`config.mk`:
```
export PLATFORM = sky130hd
export DESIGN_NAME = bias_z_drain_flat
export DESIGN_NICKNAME = d
export VERILOG_FILES = /design/src/rtl/bias_z_drain_if.sv /design/src/rtl/bias_z_drain.sv /design/src/flat_wrapper.sv
export SDC_FILE = /design/constraint.sdc
export NUM_CORES = 1
export LEC_CHECK = 0
export CAP_MARGIN = 20
export CORE_MARGIN = 3
export CORE_UTILIZATION = 25
export CTS_BUF_LIST = sky130_fd_sc_hd__clkbuf_16
export CTS_CLUSTER_SIZE = 20
export DETAILED_ROUTE_END_ITERATION = 6
export SLEW_MARGIN = 10
export SYNTH_ARGS = -nofsm -noshare
export SYNTH_HDL_FRONTEND = slang
export SYNTH_SLANG_ARGS = --single-unit
```
`constraint.sdc`:
```
create_clock -name clk -period 5 [get_ports clk]
set_input_delay 1 -clock clk [delete_from_list [all_inputs] [get_ports clk]]
set_output_delay 1 -clock clk [all_outputs]
set_load 0.02 [all_outputs]
```
`src/rtl/bias_z_drain_if.sv`:
```
// Handshake bundle between a bias column's Z stream, the tile controller and the
// unified-buffer write port. The slave modport is the drain block itself.
interface bias_z_drain_if #(
   parameter int DATA_W = 16,
   parameter int ADDR_W = 16,
   parameter int ROW_W  = 8
);
   logic              start_in;
   logic [ADDR_W-1:0] base_addr_in;
   logic [ROW_W-1:0]  num_rows_in;
   logic [DATA_W-1:0] z_data_in;
   logic              z_valid_in;
   logic [DATA_W-1:0] wr_data_out;
   logic [ADDR_W-1:0] wr_addr_out;
   logic              wr_valid_out;
   logic              wr_ready_in;
   logic              busy_out;
   logic              done_out;
   logic              overflow_out;

   modport master (
      output start_in, base_addr_in, num_rows_in, z_data_in, z_valid_in, wr_ready_in,
      input  wr_data_out, wr_addr_out, wr_valid_out, busy_out, done_out, overflow_out
   );

   modport slave (
      input  start_in, base_addr_in, num_rows_in, z_data_in, z_valid_in, wr_ready_in,
      output wr_data_out, wr_addr_out, wr_valid_out, busy_out, done_out, overflow_out
   );
endinterface

```
`src/rtl/bias_z_drain.sv`:
```
// Captures a non-stallable Z word stream into a small FWFT FIFO and drains it to the
// unified buffer over valid/ready with auto-incrementing addresses, one tile per start.
module bias_z_drain #(
   parameter int DATA_W = 16,
   parameter int DEPTH  = 8,
   parameter int ADDR_W = 16,
   parameter int ROW_W  = 8
) (
   input logic           clk,
   input logic           rst,
   bias_z_drain_if.slave bus
);
   localparam int PTR_W = (DEPTH > 1) ? $clog2(DEPTH) : 1;
   localparam int CNT_W = $clog2(DEPTH + 1);
   localparam int SUM_W = ROW_W + 1;

   typedef enum logic [1:0] {IDLE, RUN, DONE} state_t;

   state_t            state_reg, state_next;
   logic [DATA_W-1:0] mem [DEPTH];
   logic [PTR_W-1:0]  wr_ptr_reg, rd_ptr_reg;
   logic [CNT_W-1:0]  count_reg;
   logic [ADDR_W-1:0] base_addr_reg;
   logic [ROW_W-1:0]  num_rows_reg;
   logic [ROW_W-1:0]  push_cnt_reg, pop_cnt_reg, drop_cnt_reg;
   logic              overflow_reg;

   logic              accept_start, push_req, push, pop, drop, full, wr_valid;
   logic [SUM_W-1:0]  retired_next;

   assign accept_start = (state_reg == IDLE) && bus.start_in;
   assign wr_valid     = (state_reg == RUN) && (count_reg != '0);
   assign pop          = wr_valid && bus.wr_ready_in;
   assign full         = (count_reg == CNT_W'(DEPTH));
   assign push_req     = (state_reg == RUN) && bus.z_valid_in && (push_cnt_reg < num_rows_reg);
   // A full FIFO still accepts the word if a transfer frees a slot on the same edge.
   assign drop         = push_req && full && !pop;
   assign push         = push_req && !drop;

   // Words leave the tile either by transfer or by being dropped; both count toward completion.
   assign retired_next = SUM_W'(pop_cnt_reg) + SUM_W'(drop_cnt_reg) + SUM_W'(pop) + SUM_W'(drop);

   always_comb begin
      state_next = state_reg;
      case (state_reg)
         IDLE: if (bus.start_in) state_next = (bus.num_rows_in == '0) ? DONE : RUN;
         RUN:  if (retired_next == SUM_W'(num_rows_reg)) state_next = DONE;
         DONE: state_next = IDLE;
         default: state_next = IDLE;
      endcase
   end

   always_ff @(posedge clk) begin
      if (push) mem[wr_ptr_reg] <= bus.z_data_in;
   end

   always_ff @(posedge clk or posedge rst) begin
      if (rst) begin
         state_reg     <= IDLE;
         wr_ptr_reg    <= '0;
         rd_ptr_reg    <= '0;
         count_reg     <= '0;
         base_addr_reg <= '0;
         num_rows_reg  <= '0;
         push_cnt_reg  <= '0;
         pop_cnt_reg   <= '0;
         drop_cnt_reg  <= '0;
         overflow_reg  <= 1'b0;
      end else begin
         state_reg <= state_next;
         if (accept_start) begin
            base_addr_reg <= bus.base_addr_in;
            num_rows_reg  <= bus.num_rows_in;
            push_cnt_reg  <= '0;
            pop_cnt_reg   <= '0;
            drop_cnt_reg  <= '0;
            overflow_reg  <= 1'b0;
         end else begin
            if (push) begin
               wr_ptr_reg   <= wr_ptr_reg + PTR_W'(1);
               push_cnt_reg <= push_cnt_reg + ROW_W'(1);
            end
            if (drop) begin
               push_cnt_reg <= push_cnt_reg + ROW_W'(1);
               drop_cnt_reg <= drop_cnt_reg + ROW_W'(1);
               overflow_reg <= 1'b1;
            end
            if (pop) begin
               rd_ptr_reg  <= rd_ptr_reg + PTR_W'(1);
               pop_cnt_reg <= pop_cnt_reg + ROW_W'(1);
            end
            case ({push, pop})
               2'b10:   count_reg <= count_reg + CNT_W'(1);
               2'b01:   count_reg <= count_reg - CNT_W'(1);
               default: count_reg <= count_reg;
            endcase
         end
      end
   end

   // Data is gated so the write port reads as zero whenever no request is pending.
   assign bus.wr_data_out  = wr_valid ? mem[rd_ptr_reg] : '0;
   assign bus.wr_addr_out  = base_addr_reg + ADDR_W'(pop_cnt_reg);
   assign bus.wr_valid_out = wr_valid;
   assign bus.busy_out     = (state_reg == RUN);
   assign bus.done_out     = (state_reg == DONE);
   assign bus.overflow_out = overflow_reg;
endmodule

```
`src/flat_wrapper.sv`:
```
// flat-port wrapper written by rule: the top's interface ports become plain ports
module bias_z_drain_flat 
#(
   parameter int DATA_W = 16,
   parameter int DEPTH  = 8,
   parameter int ADDR_W = 16,
   parameter int ROW_W  = 8
)
  (clk, rst, bus_start_in, bus_base_addr_in, bus_num_rows_in, bus_z_data_in, bus_z_valid_in, bus_wr_ready_in, bus_wr_data_out, bus_wr_addr_out, bus_wr_valid_out, bus_busy_out, bus_done_out, bus_overflow_out);
  bias_z_drain_if #(.DATA_W(DATA_W), .ADDR_W(ADDR_W), .ROW_W(ROW_W)) bus_i ();
  input logic clk;
  input logic rst;
  input wire logic [$bits(bus_i.start_in)-1:0] bus_start_in;
  input wire logic [$bits(bus_i.base_addr_in)-1:0] bus_base_addr_in;
  input wire logic [$bits(bus_i.num_rows_in)-1:0] bus_num_rows_in;
  input wire logic [$bits(bus_i.z_data_in)-1:0] bus_z_data_in;
  input wire logic [$bits(bus_i.z_valid_in)-1:0] bus_z_valid_in;
  input wire logic [$bits(bus_i.wr_ready_in)-1:0] bus_wr_ready_in;
  output wire logic [$bits(bus_i.wr_data_out)-1:0] bus_wr_data_out;
  output wire logic [$bits(bus_i.wr_addr_out)-1:0] bus_wr_addr_out;
  output wire logic [$bits(bus_i.wr_valid_out)-1:0] bus_wr_valid_out;
  output wire logic [$bits(bus_i.busy_out)-1:0] bus_busy_out;
  output wire logic [$bits(bus_i.done_out)-1:0] bus_done_out;
  output wire logic [$bits(bus_i.overflow_out)-1:0] bus_overflow_out;
  assign bus_i.start_in = bus_start_in;
  assign bus_i.base_addr_in = bus_base_addr_in;
  assign bus_i.num_rows_in = bus_num_rows_in;
  assign bus_i.z_data_in = bus_z_data_in;
  assign bus_i.z_valid_in = bus_z_valid_in;
  assign bus_i.wr_ready_in = bus_wr_ready_in;
  assign bus_wr_data_out = bus_i.wr_data_out;
  assign bus_wr_addr_out = bus_i.wr_addr_out;
  assign bus_wr_valid_out = bus_i.wr_valid_out;
  assign bus_busy_out = bus_i.busy_out;
  assign bus_done_out = bus_i.done_out;
  assign bus_overflow_out = bus_i.overflow_out;
  bias_z_drain #(.DATA_W(DATA_W), .DEPTH(DEPTH), .ADDR_W(ADDR_W), .ROW_W(ROW_W)) u_core (.clk(clk), .rst(rst), .bus(bus_i));
endmodule
```
Yosys cells after proc, flatten, opt, wreduce, memory -nomap -nowiden
Memories as Yosys holds them, arrays and structs flattened.
Index checks and enable logic that the tools add are counted.
{ "totals": {"reg_bits": 61, "ram_bits": 128, "inputBits": 45, "out_inout_bits": 36, "word_cells": 70, "mem_count": 1} }
{ "op_classes": {"addsub": 11, "magnitude_cmp": 1, "eq_ne": 8, "muxes": 17, "n_bitwise": 1, "n_reduce_logical": 21} }
{ "memory_table": {"columns": ["name", "words", "width", "rd", "rd_ports_with_merged_regs", "write_ports", "line_no", "source"], "rows": [
  ["u_core.mem", 8, 16, 1, 0, 1, "bias_z_drain.sv:20", "logic [DATA_W-1:0] mem [DEPTH];"]
]} }
{ "ops": {"columns": ["cell", "n"], "rows": [
  ["8-bit 2-to-1 mux", 7],
  ["8-bit by 1-bit adder with 8-bit output (second input constant)", 3],
  ["9-bit by 1-bit adder with 9-bit output", 2],
  ["16-bit by 8-bit adder with 16-bit output", 1],
  ["16-bit 2-to-1 mux", 1],
  ["8-bit by 8-bit adder with 9-bit output", 1],
  ["9-bit by 8-bit equality test with 1-bit output", 1],
  ["1-bit logical AND", 8],
  ["8-bit logical NOT", 1],
  ["8-bit < comparator", 1],
  ["4-bit one-hot mux with 2 select lines", 1],
  ["2-bit AND reduction", 4],
  ["3-bit by 1-bit adder with 3-bit output (second input constant)", 2],
  ["2-bit 2-to-1 mux", 3],
  ["2-bit nonzero test", 3],
  ["4-bit by 1-bit adder with 4-bit output (second input constant)", 1],
  ["2-bit by 1-bit equality test with 1-bit output (second input constant)", 2],
  ["2-bit equality test (second input constant)", 2],
  ["4-bit equality test (second input constant)", 1],
  ["1-bit 2-to-1 mux", 4],
  ["2-bit one-hot mux with 2 select lines", 1],
  ["4-bit nonzero test", 1],
  ["4-bit by 1-bit subtractor with 4-bit output (second input constant)", 1],
  ["3-bit nonzero test", 1],
  ["other kinds (5)", 6]
]} }

Logic depth before layout (Yosys ltp)
Gate-level depths: netlist (run 1).
{ "logic_depth": {"ltp_word": 10, "ltp_mapped": 17, "mapped_depth_nobuf": 16} }

Least setup slack after synthesis (run 1)
No wires, ideal clock.
{ "synth_timing": {"path_kind": "input to register", "startpoint": "input port bus_z_valid_in", "endpoint": "register u_core.state_reg[1]", "setup_time_ns": 0.066, "arrival_time_ns": 4.139, "t_required_ns": 4.934, "setup_slack_ns": 0.796, "cell_stages": 14, "path_buffers": 1, "path_cell_list": "o2111ai_1 -> a21oi_2 -> clkbuf_1 -> nand3_1 -> nand2_1 -> ha_1 -> ha_1 -> fa_1 -> a211oi_1 -> nor3b_1 -> nor4b_1 -> mux2_2 -> nor4_1 -> a2bb2o_1"} }
{ "synth_via": {"elab_chain_len": 8} }
{ "synth_rtl": {"columns": ["item", "line_no", "source"], "rows": [
  ["start: declaration", "flat_wrapper.sv:17", "input wire logic [$bits(bus_i.z_valid_in)-1:0] bus_z_valid_in;"],
  ["1-bit logical AND (2 in a row)", "bias_z_drain.sv:35", "assign push_req = (state_reg == RUN) && bus.z_valid_in && (push_cnt_reg < num_rows_reg);"],
  ["1-bit logical AND (2 in a row)", "bias_z_drain.sv:37", "assign drop = push_req && full && !pop;"],
  ["9-bit by 1-bit adder with 9-bit output", "bias_z_drain.sv:41", "assign retired_next = SUM_W'(pop_cnt_reg) + SUM_W'(drop_cnt_reg) + SUM_W'(pop) + SUM_W'(drop);"],
  ["9-bit by 8-bit equality test with 1-bit output", "bias_z_drain.sv:47", "RUN: if (retired_next == SUM_W'(num_rows_reg)) state_next = DONE;"],
  ["2-bit by 1-bit != test with 1-bit output (no line)", null, null],
  ["2-bit AND reduction (no line)", null, null],
  ["end signal: assignment", "bias_z_drain.sv:70", "state_reg <= state_next;"],
  ["end: declaration", "bias_z_drain.sv:19", "state_t state_reg, state_next;"]
]} }
Every way passes these cells.
A chain may end at the register's enable or synchronous reset.

Worst setup path in the final report (run 1)
{ "layout_timing": {"startpoint": "register u_core.pop_cnt_reg[2]", "endpoint": "output port bus_wr_addr_out[14]"} }
{ "layout_via": {"elab_chain_len": 1} }
{ "layout_rtl": {"columns": ["item", "line_no", "source"], "rows": [
  ["start: declaration", "bias_z_drain.sv:25", "logic [ROW_W-1:0] push_cnt_reg, pop_cnt_reg, drop_cnt_reg;"],
  ["start signal: assignment", "bias_z_drain.sv:90", "pop_cnt_reg <= pop_cnt_reg + ROW_W'(1);"],
  ["16-bit by 8-bit adder with 16-bit output", "bias_z_drain.sv:103", "assign bus.wr_addr_out = base_addr_reg + ADDR_W'(pop_cnt_reg);"],
  ["end: declaration", "flat_wrapper.sv:20", "output wire logic [$bits(bus_i.wr_addr_out)-1:0] bus_wr_addr_out;"]
]} }
Every way passes these cells.

==> results.py, run 1 <==
metrics = {
    "pwr": {
        "clkPwrFrac": 0.248,
        "pwr-share-comb": 0.343,
        "power_switching_uw": 1850,
        "power_frac_seq": 0.409,
        "peakVddDrop_v": 0.000389,
        "power_per_cell_area_nw_per_um2": 502,
        "p_leak_uw": 0.00418,
        "internal-power_uw": 3540,
        "p_sw_frac": 0.343,
    },
    "drt": {
        "wl_met1_um": 8870,
        "route.top_layer_used": "met4",
        "firstDrtPassIters": 4,
        "wl_met3_um": 731,
        "vias_per_cell": 4.42,
        "drt_iter0_drc": 175,
        "wl_per_cell_um": 15.6,
        "ant_nets": 0,
        "drt-total-wl_um": 18600,
        "route.met2.wl_um": 8840,
        "vias": 5277,
        "drc_errors": 0,
    },
    "die": {
        "initial_core_util": 0.257,
        "coreArea_um2": 34000,
        "die-height_um": 193,
        "io_pins": 81,
        "die_w_um": 193,
        "rows": 67,
        "dieArea_um2": 37300,
    },
    "synth": {
        "synth-edff-count": 128,
        "synth_cell_types": 47,
        "netlist.area_leader.share": 0.439,
        "synth_area_leaders": "edfxtp_1, dfrtp_1, mux4_2",
        "ys_async_sr_fraction": 0.323,
        "synth.avg_cell_area_um2": 13.7,
        "syn-cell-area_um2": 8750,
        "synth-seq-area-share": 0.614,
        "synth-seq-cells": 189,
        "synth_nets": 726,
        "synth_area_leader_cell": "edfxtp_1",
        "synth_flop_cell": "edfxtp_1",
        "netlist_instances": 640,
        "yosysWarnings": 0,
    },
    "grt": {
        "grt_max_degree": 56,
        "grt_overflow": 0,
        "first_global_vias": 5455,
        "antenna_found_initial": 0,
        "grt_pass1_wl_um": 29700,
        "grtUsageTotal": 0.104,
    },
    "worst_setup_path": {
        "cp_num_buf_inv": 1,
        "cpPeakStageDelay_ns": 0.78,
        "cp_slowest_cell": "o41ai_1",
        "path_max_fanout": 6,
        "worstSetupEndpointType": "output pin",
        "worstPathArrival_ns": 3.52,
        "required_ns": 4.00,
        "start_kind": "register",
        "criticalPathCategory": "register to output pin",
        "cp_top_family": "compound AO/OA/AOI/OAI gates",
        "cp_cell_sequence": "ha_1 -> nor2b_1 -> o21ai_0 -> a21oi_1 -> o41ai_1 -> nor2_1 -> xor2_1 -> clkdlybuf4s50_1",
    },
    "placed_design": {
        "dp_hpwl_um": 12200,
        "gp_congestion": 0.777,
        "port_buffers": 80,
        "dpl_worst_slack_ns": 0.435,
        "dpl_cell_area_um2": 10200,
        "dpl.cell_count": 1161,
    },
    "sta": {
        "period_minus_slack_ns": 4.52,
        "fmax_ghz": 0.221,
        "slew_headroom": 0.314,
        "setup_viol": 0,
        "period_share": 0.903,
        "hold_viol": 0,
        "clock_skew_ns": 0.0130,
        "report.final.slew_viol_count": 0,
        "rsz0062_at_grt": "no",
        "setup_tns_ns": 0,
        "setup_slack_ns": 0.483,
        "worstMarginPinSlew_ns": 1.03,
    },
    "cells_and_area": {
        "area_growth_pct": 22.8,
        "fin_area_um2": 10700,
        "drive_gt1_frac": 0.128,
        "final_cell_count_no_fill": 1193,
        "diodes": 0,
        "largest_reg_flops": 128,
        "fin_nets": 818,
    },
    "clocking": {
        "cts_hold_buf": 0,
        "clk_latency_ns": 0.44,
        "cts_resized": 0,
        "postCtsSetupBuffers": 0,
        "cts_num_sinks": 189,
        "cts-root-buf": "clkbuf_16",
        "clock_path_buffers": 2,
        "h-tree-depth": 4,
        "clkSlewWorstSetupHoldPaths_ns": 0.08,
        "cts_tree": "done",
        "cts_inserted_buffers": 17,
    },
    "hold_path": {
        "hold_class": "register to register",
    },
    "status": {
        "status": "completed",
    },
    "run": {
        "drv_cap": 0,
    },
}
metrics by stage:
stage                     hold WS, ns  power (uW)  utilization
after global placement          0.476        4100        0.298
after CTS                       0.496        5480        0.316
after floorplan                 0.450        3390            -
after global routing            0.512        5730        0.316
after detailed placement        0.475        4130        0.298
final                           0.487        5390        0.316
placed cells by master (no fill, tap or decap), types with 2 or more instances in the layout:
cell,n
inv_1,15
edfxtp_1,128
nor2_1,60
mux2i_1,22
clkdlybuf4s50_1,80
fa_1,3
a211oi_1,4
dfrtp_1,59
buf_4,16
inv_2,2
dfrtp_2,2
and3_1,8
nor3b_1,4
nand3_1,12
a31oi_1,2
clkinvlp_4,3
clkinv_8,3
clkbuf_16,17
nor2b_1,5
nor4_1,4
a21o_1,7
nand4_1,10
inv_6,3
inv_8,4
nor3_1,4
xor2_1,26
o21ai_0,19
xnor2_1,21
nor3_2,2
mux4_2,32
ha_1,38
nand2_1,85
o2111ai_1,2
nand2b_1,7
a21oi_1,11
or4_1,2
o31ai_1,3
mux2_2,2
layout make-up:
class / instances / area [um2]
tap: 448 / 561
inverter: 18 / 70.1
fill: 3430 / 23300
clock buffer: 17 / 425
timing repair buffer: 96 / 921
clock inverter: 15 / 164
sequential: 189 / 5370
multi-input combinational: 410 / 3230
power groups by stage:
stage / Combinational (uW) / Sequential [uW] / Clock [uW]
after floorplan: 1320 / 2070 / 0
after global placement: 1860 / 2240 / 0
after detailed placement: 1880 / 2250 / 0
after CTS: 1890 / 2220 / 1370
after global routing: 2040 / 2250 / 1440
final: 1850 / 2210 / 1340
synthesized netlist by cell type, types with 2 or more instances:
master	number
edfxtp_1	128
inv_1	16
a31oi_1	2
xnor2_1	21
clkbuf_1	16
nand3_1	12
nor3b_1	5
nand4_1	10
o21ai_0	19
o31ai_1	3
xor2_1	26
buf_2	3
mux2i_1	22
nor2b_1	5
ha_1	38
mux4_2	32
mux2_2	2
nand2_1	85
a21oi_1	11
a21o_1	7
dfrtp_1	61
and3_1	8
fa_1	3
nor3_1	6
nor4_1	4
nor2_1	60
or4_1	2
buf_1	3
a211oi_1	4
and2_1	2
o2111ai_1	2
nand2b_1	7
worst min-delay path, stage by stage, from the launching register on:
cell	delay, ns
dfrtp_1	0.35
nand2_1	0.05
nand2_1	0.05
layer usage:
layer	vias to the layer above	GRT usage
li1	2524	-
met3	14	0.0250
met2	106	0.171
met5	-	0
met4	0	0.0284
met1	2633	0.137
final timing paths:
path | startpoint | to | slack [ns] | depth (start not counted)
worst max-delay path | u_core.pop_cnt_reg[2] | bus_wr_addr_out[14] | 0.48 | 8
worst min-delay path | u_core.base_addr_reg[6] | u_core.base_addr_reg[6] | 0.49 | 2
worst max register to register | u_core.push_cnt_reg[5] | u_core.state_reg[1] | 0.92 | 15
worst min register to register | u_core.base_addr_reg[6] | u_core.base_addr_reg[6] | 0.49 | 2
max in group asynchronous | rst | u_core.pop_cnt_reg[7] | 3.00 | 3
min in group asynchronous | rst | u_core.push_cnt_reg[3] | 1.15 | 2
cell families after synthesis:
family                     synth area share
adders and majority gates            0.0612
buffers and inverters                0.0192
DFF                                   0.614
AOI/OAI and AO/OA                    0.0386
and+or+nand+nor                       0.110
muxes                                 0.110
xor gates and xnor gates             0.0470
Power figures use the tool's default switching activity.
==> run 2: changes to the inputs <==
--- a/config.mk
+++ b/config.mk
@@ -7,10 +7,12 @@
 export LEC_CHECK = 0
 export CAP_MARGIN = 20
 export CORE_MARGIN = 3
-export CORE_UTILIZATION = 25
+export CORE_UTILIZATION = 58
 export CTS_BUF_LIST = sky130_fd_sc_hd__clkbuf_16
 export CTS_CLUSTER_SIZE = 20
 export DETAILED_ROUTE_END_ITERATION = 6
+export GPL_TIMING_DRIVEN = 0
+export PLACE_DENSITY = 0.8
 export SLEW_MARGIN = 10
 export SYNTH_ARGS = -nofsm -noshare
 export SYNTH_HDL_FRONTEND = slang
==> results.py, run 2 (same netlist as run 1, synthesis figures left out) <==
metrics = {
    "grt": {
        "antenna_found_initial": 0,
        "grt_pass1_wl_um": 30400,
        "grt_max_degree": 62,
        "grt_overflow": 0,
        "grtUsageTotal": 0.243,
        "first_global_vias": 5862,
    },
    "drt": {
        "wl_per_cell_um": 20.4,
        "ant_nets": 0,
        "drc_errors": 0,
        "vias": 5615,
        "vias_per_cell": 5.93,
        "drt_iter0_drc": 467,
        "firstDrtPassIters": 5,
        "drt-total-wl_um": 19300,
    },
    "clocking": {
        "h-tree-depth": 4,
        "clock_path_buffers": 2,
        "clkSlewWorstSetupHoldPaths_ns": 0.07,
        "cts_hold_buf": 0,
        "cts_tree": "done",
        "cts_inserted_buffers": 17,
        "cts_num_sinks": 189,
        "clk_latency_ns": 0.43,
        "cts-root-buf": "clkbuf_16",
    },
    "sta": {
        "setup_viol": 0,
        "holdWs_ns": 0.484,
        "period_minus_slack_ns": 4.71,
        "fmax_ghz": 0.212,
        "period_share": 0.942,
        "hold_viol": 0,
        "clock_skew_ns": 0.0117,
        "report.final.slew_viol_count": 0,
        "slew_headroom": 0.346,
        "setup_slack_ns": 0.288,
        "worstMarginPinSlew_ns": 0.968,
    },
    "worst_setup_path": {
        "worst-r2r-setup-slack_ns": 0.38,
        "cp_slowest_cell": "o41ai_1",
        "cpPeakStageDelay_ns": 0.80,
        "path_max_fanout": 6,
        "criticalPathCategory": "register to output pin",
        "start_kind": "register",
        "r2r_start": "u_core.push_cnt_reg[2]",
        "required_ns": 4.00,
        "cp_top_family": "compound AO/OA/AOI/OAI gates",
        "cp_num_buf_inv": 2,
        "ff2ff_path_depth": 16,
        "worstSetupEndpointType": "output pin",
        "r2r-end": "u_core.state_reg[1]",
        "cp_cell_sequence": "ha_1 -> inv_1 -> fa_1 -> nor2b_1 -> o21ai_0 -> a21oi_1 -> o41ai_1 -> nor2_1 -> xor2_1 -> clkdlybuf4s50_1",
        "worstPathArrival_ns": 3.71,
    },
    "pwr": {
        "power_per_cell_area_nw_per_um2": 524,
        "p_total_uw": 5520,
        "p_leak_uw": 0.00422,
        "peakVddDrop_v": 0.000300,
    },
    "cells_and_area": {
        "drive_gt1_frac": 0.127,
        "nFillCells": 934,
        "area_growth_pct": 20.4,
        "layout_commonest_cell": "edfxtp_1",
        "largest_reg_flops": 128,
        "fin_nets": 836,
        "diodes": 0,
        "fin_area_um2": 10500,
        "final_cell_mix": "edfxtp_1, nand2_1, clkdlybuf4s50_1",
    },
    "die": {
        "initial_core_util": 0.598,
        "die-height_um": 129,
        "coreArea_um2": 14600,
        "dieArea_um2": 16600,
        "die_w_um": 129,
        "rows": 44,
        "io_pins": 81,
    },
    "placed_design": {
        "dpl_worst_slack_ns": -0.271,
        "gp_congestion": 0.827,
        "dpl_cell_area_um2": 9920,
        "port_buffers": 80,
        "dp_hpwl_um": 13100,
    },
    "hold_path": {
        "hold_end": "u_core.base_addr_reg[7]",
        "hold_class": "register to register",
        "whs_path_depth": 2,
        "min-delay-start": "u_core.base_addr_reg[7]",
    },
    "status": {
        "status": "completed",
    },
    "run": {
        "drv_cap": 0,
    },
}
==> run 2: cell count changes in the layout (fill, tap and decap cells not counted), sizes merged <==
cell / delta
inv: -2
bufinv: +2
buf: +2
clkbuf: +16
==> run 2: how the worst max path moves through the flow <==
stage                      startpoint                  end  slack (ns)  depth (start not counted)
2_1_floorplan          bus_z_valid_in  u_core.state_reg[1]        0.80                         14
3_3_place_gp           bus_z_valid_in  u_core.state_reg[1]       -0.21                         15
3_5_place_dp           bus_z_valid_in  u_core.state_reg[0]       -0.27                         15
4_1_cts        u_core.push_cnt_reg[2]  u_core.state_reg[1]        0.11                         16
5_1_grt        u_core.push_cnt_reg[2]  u_core.state_reg[1]       -0.01                         16
6_report        u_core.pop_cnt_reg[0]  bus_wr_addr_out[12]        0.29                         10
==> run 2: per-stage QoR <==
step / TNS, ns / instances / utilization
after floorplan: 0 / 640 / -
after global placement: -2.34 / 904 / 0.668
after detailed placement: -0.540 / 913 / 0.677
after CTS: 0 / 945 / 0.719
after global routing: -0.0145 / 947 / 0.720
final: 0 / 947 / 0.720
==> run 2: per-layer routing <==
metal	wire, um	vias up	track usage	part of all wire
met5	0	-	0	0
met4	432	0	0.0939	0.022
met3	1260	42	0.0585	0.065
met2	9210	215	0.379	0.48
met1	8390	2790	0.336	0.43
li1	-	2568	-	-
==> run 2: layout make-up <==
cell class              instances  area, um2  area share
flip-flops and latches        189       5370       0.509
multi-input cells             410       3240       0.307
repair buffers                 91        925      0.0877
clock buffers                  17        425      0.0404
well taps                     184        230      0.0218
clock inverters                15        178      0.0169
plain buffers                  23       98.8     0.00938
inverters                      18       72.6     0.00689
==> run 2: timing repair <==
action / CTS / global route
gates resized for setup: 0 / 3
buffers inserted: 0 / 2
setup endpoints to repair: 0 / 2
==> run 2: power breakdown <==
group	internal, uW	switching, uW
Clock	754	628
Sequential	1920	180
Combinational	966	1070
Total	3640	1880
==> run 2: tightest hold or removal path, stage by stage (launching register included) <==
cell,delay [ns]
dfrtp_1,0.35
nand2_1,0.05
nand2_1,0.05
==> run 3: changes to the inputs <==
--- a/config.mk
+++ b/config.mk
@@ -7,12 +7,12 @@
 export LEC_CHECK = 0
 export CAP_MARGIN = 20
 export CORE_MARGIN = 3
-export CORE_UTILIZATION = 58
+export CORE_UTILIZATION = 52
 export CTS_BUF_LIST = sky130_fd_sc_hd__clkbuf_16
 export CTS_CLUSTER_SIZE = 20
 export DETAILED_ROUTE_END_ITERATION = 6
 export GPL_TIMING_DRIVEN = 0
-export PLACE_DENSITY = 0.8
+export PLACE_DENSITY = 0.76
 export SLEW_MARGIN = 10
 export SYNTH_ARGS = -nofsm -noshare
 export SYNTH_HDL_FRONTEND = slang
==> constraint.sdc (replaced) <==
create_clock -name clk -period 3.8 [get_ports clk]
set_input_delay 0.76 -clock clk [delete_from_list [all_inputs] [get_ports clk]]
set_output_delay 0.76 -clock clk [all_outputs]
set_load 0.02 [all_outputs]
==> results.py, run 3 (same netlist as run 1, synthesis figures left out) <==
metrics = {
    "drt": {
        "drt-total-wl_um": 19400,
        "vias_per_cell": 5.74,
        "ant_nets": 0,
        "drt_iter0_drc": 443,
        "wl_per_cell_um": 19.5,
        "firstDrtPassIters": 5,
        "vias": 5706,
        "drc_errors": 0,
    },
    "worst_setup_path": {
        "criticalPathCategory": "register to register",
        "required_ns": 4.17,
        "worstSetupEndpointType": "register",
        "path_max_fanout": 3,
        "start_kind": "register",
        "ff2ff_path_depth": 17,
        "r2r_start": "u_core.num_rows_reg[2]",
        "worst-r2r-setup-slack_ns": -0.11,
        "cp-startpoint": "u_core.num_rows_reg[2]",
        "worstPathArrival_ns": 4.29,
        "r2r-end": "u_core.state_reg[1]",
    },
    "pwr": {
        "peakVddDrop_v": 0.000430,
        "power_per_cell_area_nw_per_um2": 674,
        "p_total_uw": 7360,
        "p_leak_uw": 0.00442,
    },
    "sta": {
        "hold_viol": 0,
        "setup_slack_ns": -0.115,
        "clock_skew_ns": 0.00820,
        "period_minus_slack_ns": 3.91,
        "report.final.slew_viol_count": 0,
        "worstMarginPinSlew_ns": 0.766,
        "slew_headroom": 0.490,
        "setup_tns_ns": -0.219,
        "rsz0062_at_grt": "yes",
        "period_share": 1.03,
        "setup_viol": 2,
        "holdWs_ns": 0.499,
        "fmax_ghz": 0.255,
    },
    "cells_and_area": {
        "diodes": 0,
        "final_cell_mix": "edfxtp_1, nand2_1, clkdlybuf4s50_1",
        "fin_util": 0.675,
        "layout_commonest_cell": "edfxtp_1",
        "area_growth_pct": 24.7,
        "drive_gt1_frac": 0.186,
        "fin_nets": 851,
        "largest_reg_flops": 128,
        "final_cell_count_no_fill": 994,
    },
    "die": {
        "rows": 46,
        "coreArea_um2": 16200,
        "die-height_um": 136,
        "die_w_um": 136,
        "dieArea_um2": 18400,
        "initial_core_util": 0.541,
        "io_pins": 81,
    },
    "clocking": {
        "cts_inserted_buffers": 17,
        "clkSlewWorstSetupHoldPaths_ns": 0.07,
        "clock_path_buffers": 2,
        "cts-root-buf": "clkbuf_16",
        "cts_tree": "done",
        "cts_num_sinks": 189,
        "clk_latency_ns": 0.43,
        "h-tree-depth": 4,
    },
    "placed_design": {
        "dpl.cell_count": 946,
        "gp_congestion": 0.902,
        "port_buffers": 80,
        "dp_hpwl_um": 13300,
    },
    "hold_path": {
        "hold_class": "register to register",
        "min-delay-start": "u_core.base_addr_reg[4]",
        "hold_end": "u_core.base_addr_reg[4]",
        "whs_path_depth": 2,
    },
    "grt": {
        "grt_max_degree": 62,
        "grt_pass1_wl_um": 31000,
        "grt_overflow": 0,
        "grtUsageTotal": 0.222,
        "antenna_found_initial": 0,
        "first_global_vias": 5982,
    },
    "run": {
        "drv_cap": 0,
    },
    "status": {
        "status": "finished with violations",
        "violations": "negative setup slack",
    },
}
==> run 3: changes by cell type in the layout (fill, tap and decap cells not counted), sizes merged, moves of 2 or more <==
cell           change
buf               +16
bufinv             -2
clkdlybuf4s50      -9
dlygate4sd2        +4
dlymetal6s2s       +3
inv                +4
==> run 3: report_power, final <==
group          switching [uW]  internal (uW)
Clock                     806            861
Combinational            1520           1420
Sequential                231           2530
==> run 3: how the worst max path moves through the flow <==
stage	endpoint	slack (ns)	cells after the start
2_1_floorplan	u_core.state_reg[1]	-0.05	16
3_3_place_gp	u_core.mem[0][6]	-1.08	6
3_5_place_dp	u_core.state_reg[1]	-0.99	15
4_1_cts	u_core.state_reg[0]	-0.12	17
5_1_grt	u_core.state_reg[1]	-0.22	17
6_report	u_core.state_reg[1]	-0.11	17
==> run 3: stage by stage <==
step,setup slack [ns],area [um2]
2_1_floorplan,-0.0496,8800
3_3_place_gp,-1.08,9870
3_5_place_dp,-0.986,10000
4_1_cts,-0.123,10800
5_1_grt,-0.223,10900
6_report,-0.115,10900
==> run 3: final cells by class <==
type	count	area, um2
Sequential cell	189	5370
Tap cell	216	270
Clock buffer	17	425
Inverter	18	72.6
Buffer	22	105
Timing Repair Buffer	107	1060
Clock inverter	15	128
Multi-Input combinational cell	410	3490
Fill cell	1084	5260
==> run 3: worst max-delay path, stage by stage (launching register included) <==
cell,delay [ns]
dfrtp_1,0.39
inv_2,0.08
ha_4,0.20
a211oi_2,0.24
o21ai_2,0.11
a21oi_4,0.24
nand3_2,0.11
nand2_2,0.12
ha_4,0.21
ha_4,0.17
fa_2,0.42
a211oi_4,0.22
buf_4,0.15
nor3b_4,0.05
nor4b_4,0.29
mux2_4,0.34
nor4_4,0.34
a2bb2o_4,0.17
==> run 3: layer usage <==
metal	track usage	wire length (um)	vias up
li1	-	-	2590
met1	0.287	8100	2884
met5	0	0	-
met3	0.0397	1000	35
met2	0.380	9920	197
met4	0.0784	380	0
==> run 3: what timing repair did <==
| item | in CTS | in global routing |
|---|---|---|
| buffers inserted | 7 | 10 |
| gates resized for setup | 33 | 28 |
| pin swaps | 16 | 16 |
| endpoints found under the setup margin | 12 | 17 |
| hold buffers | 0 | 0 |
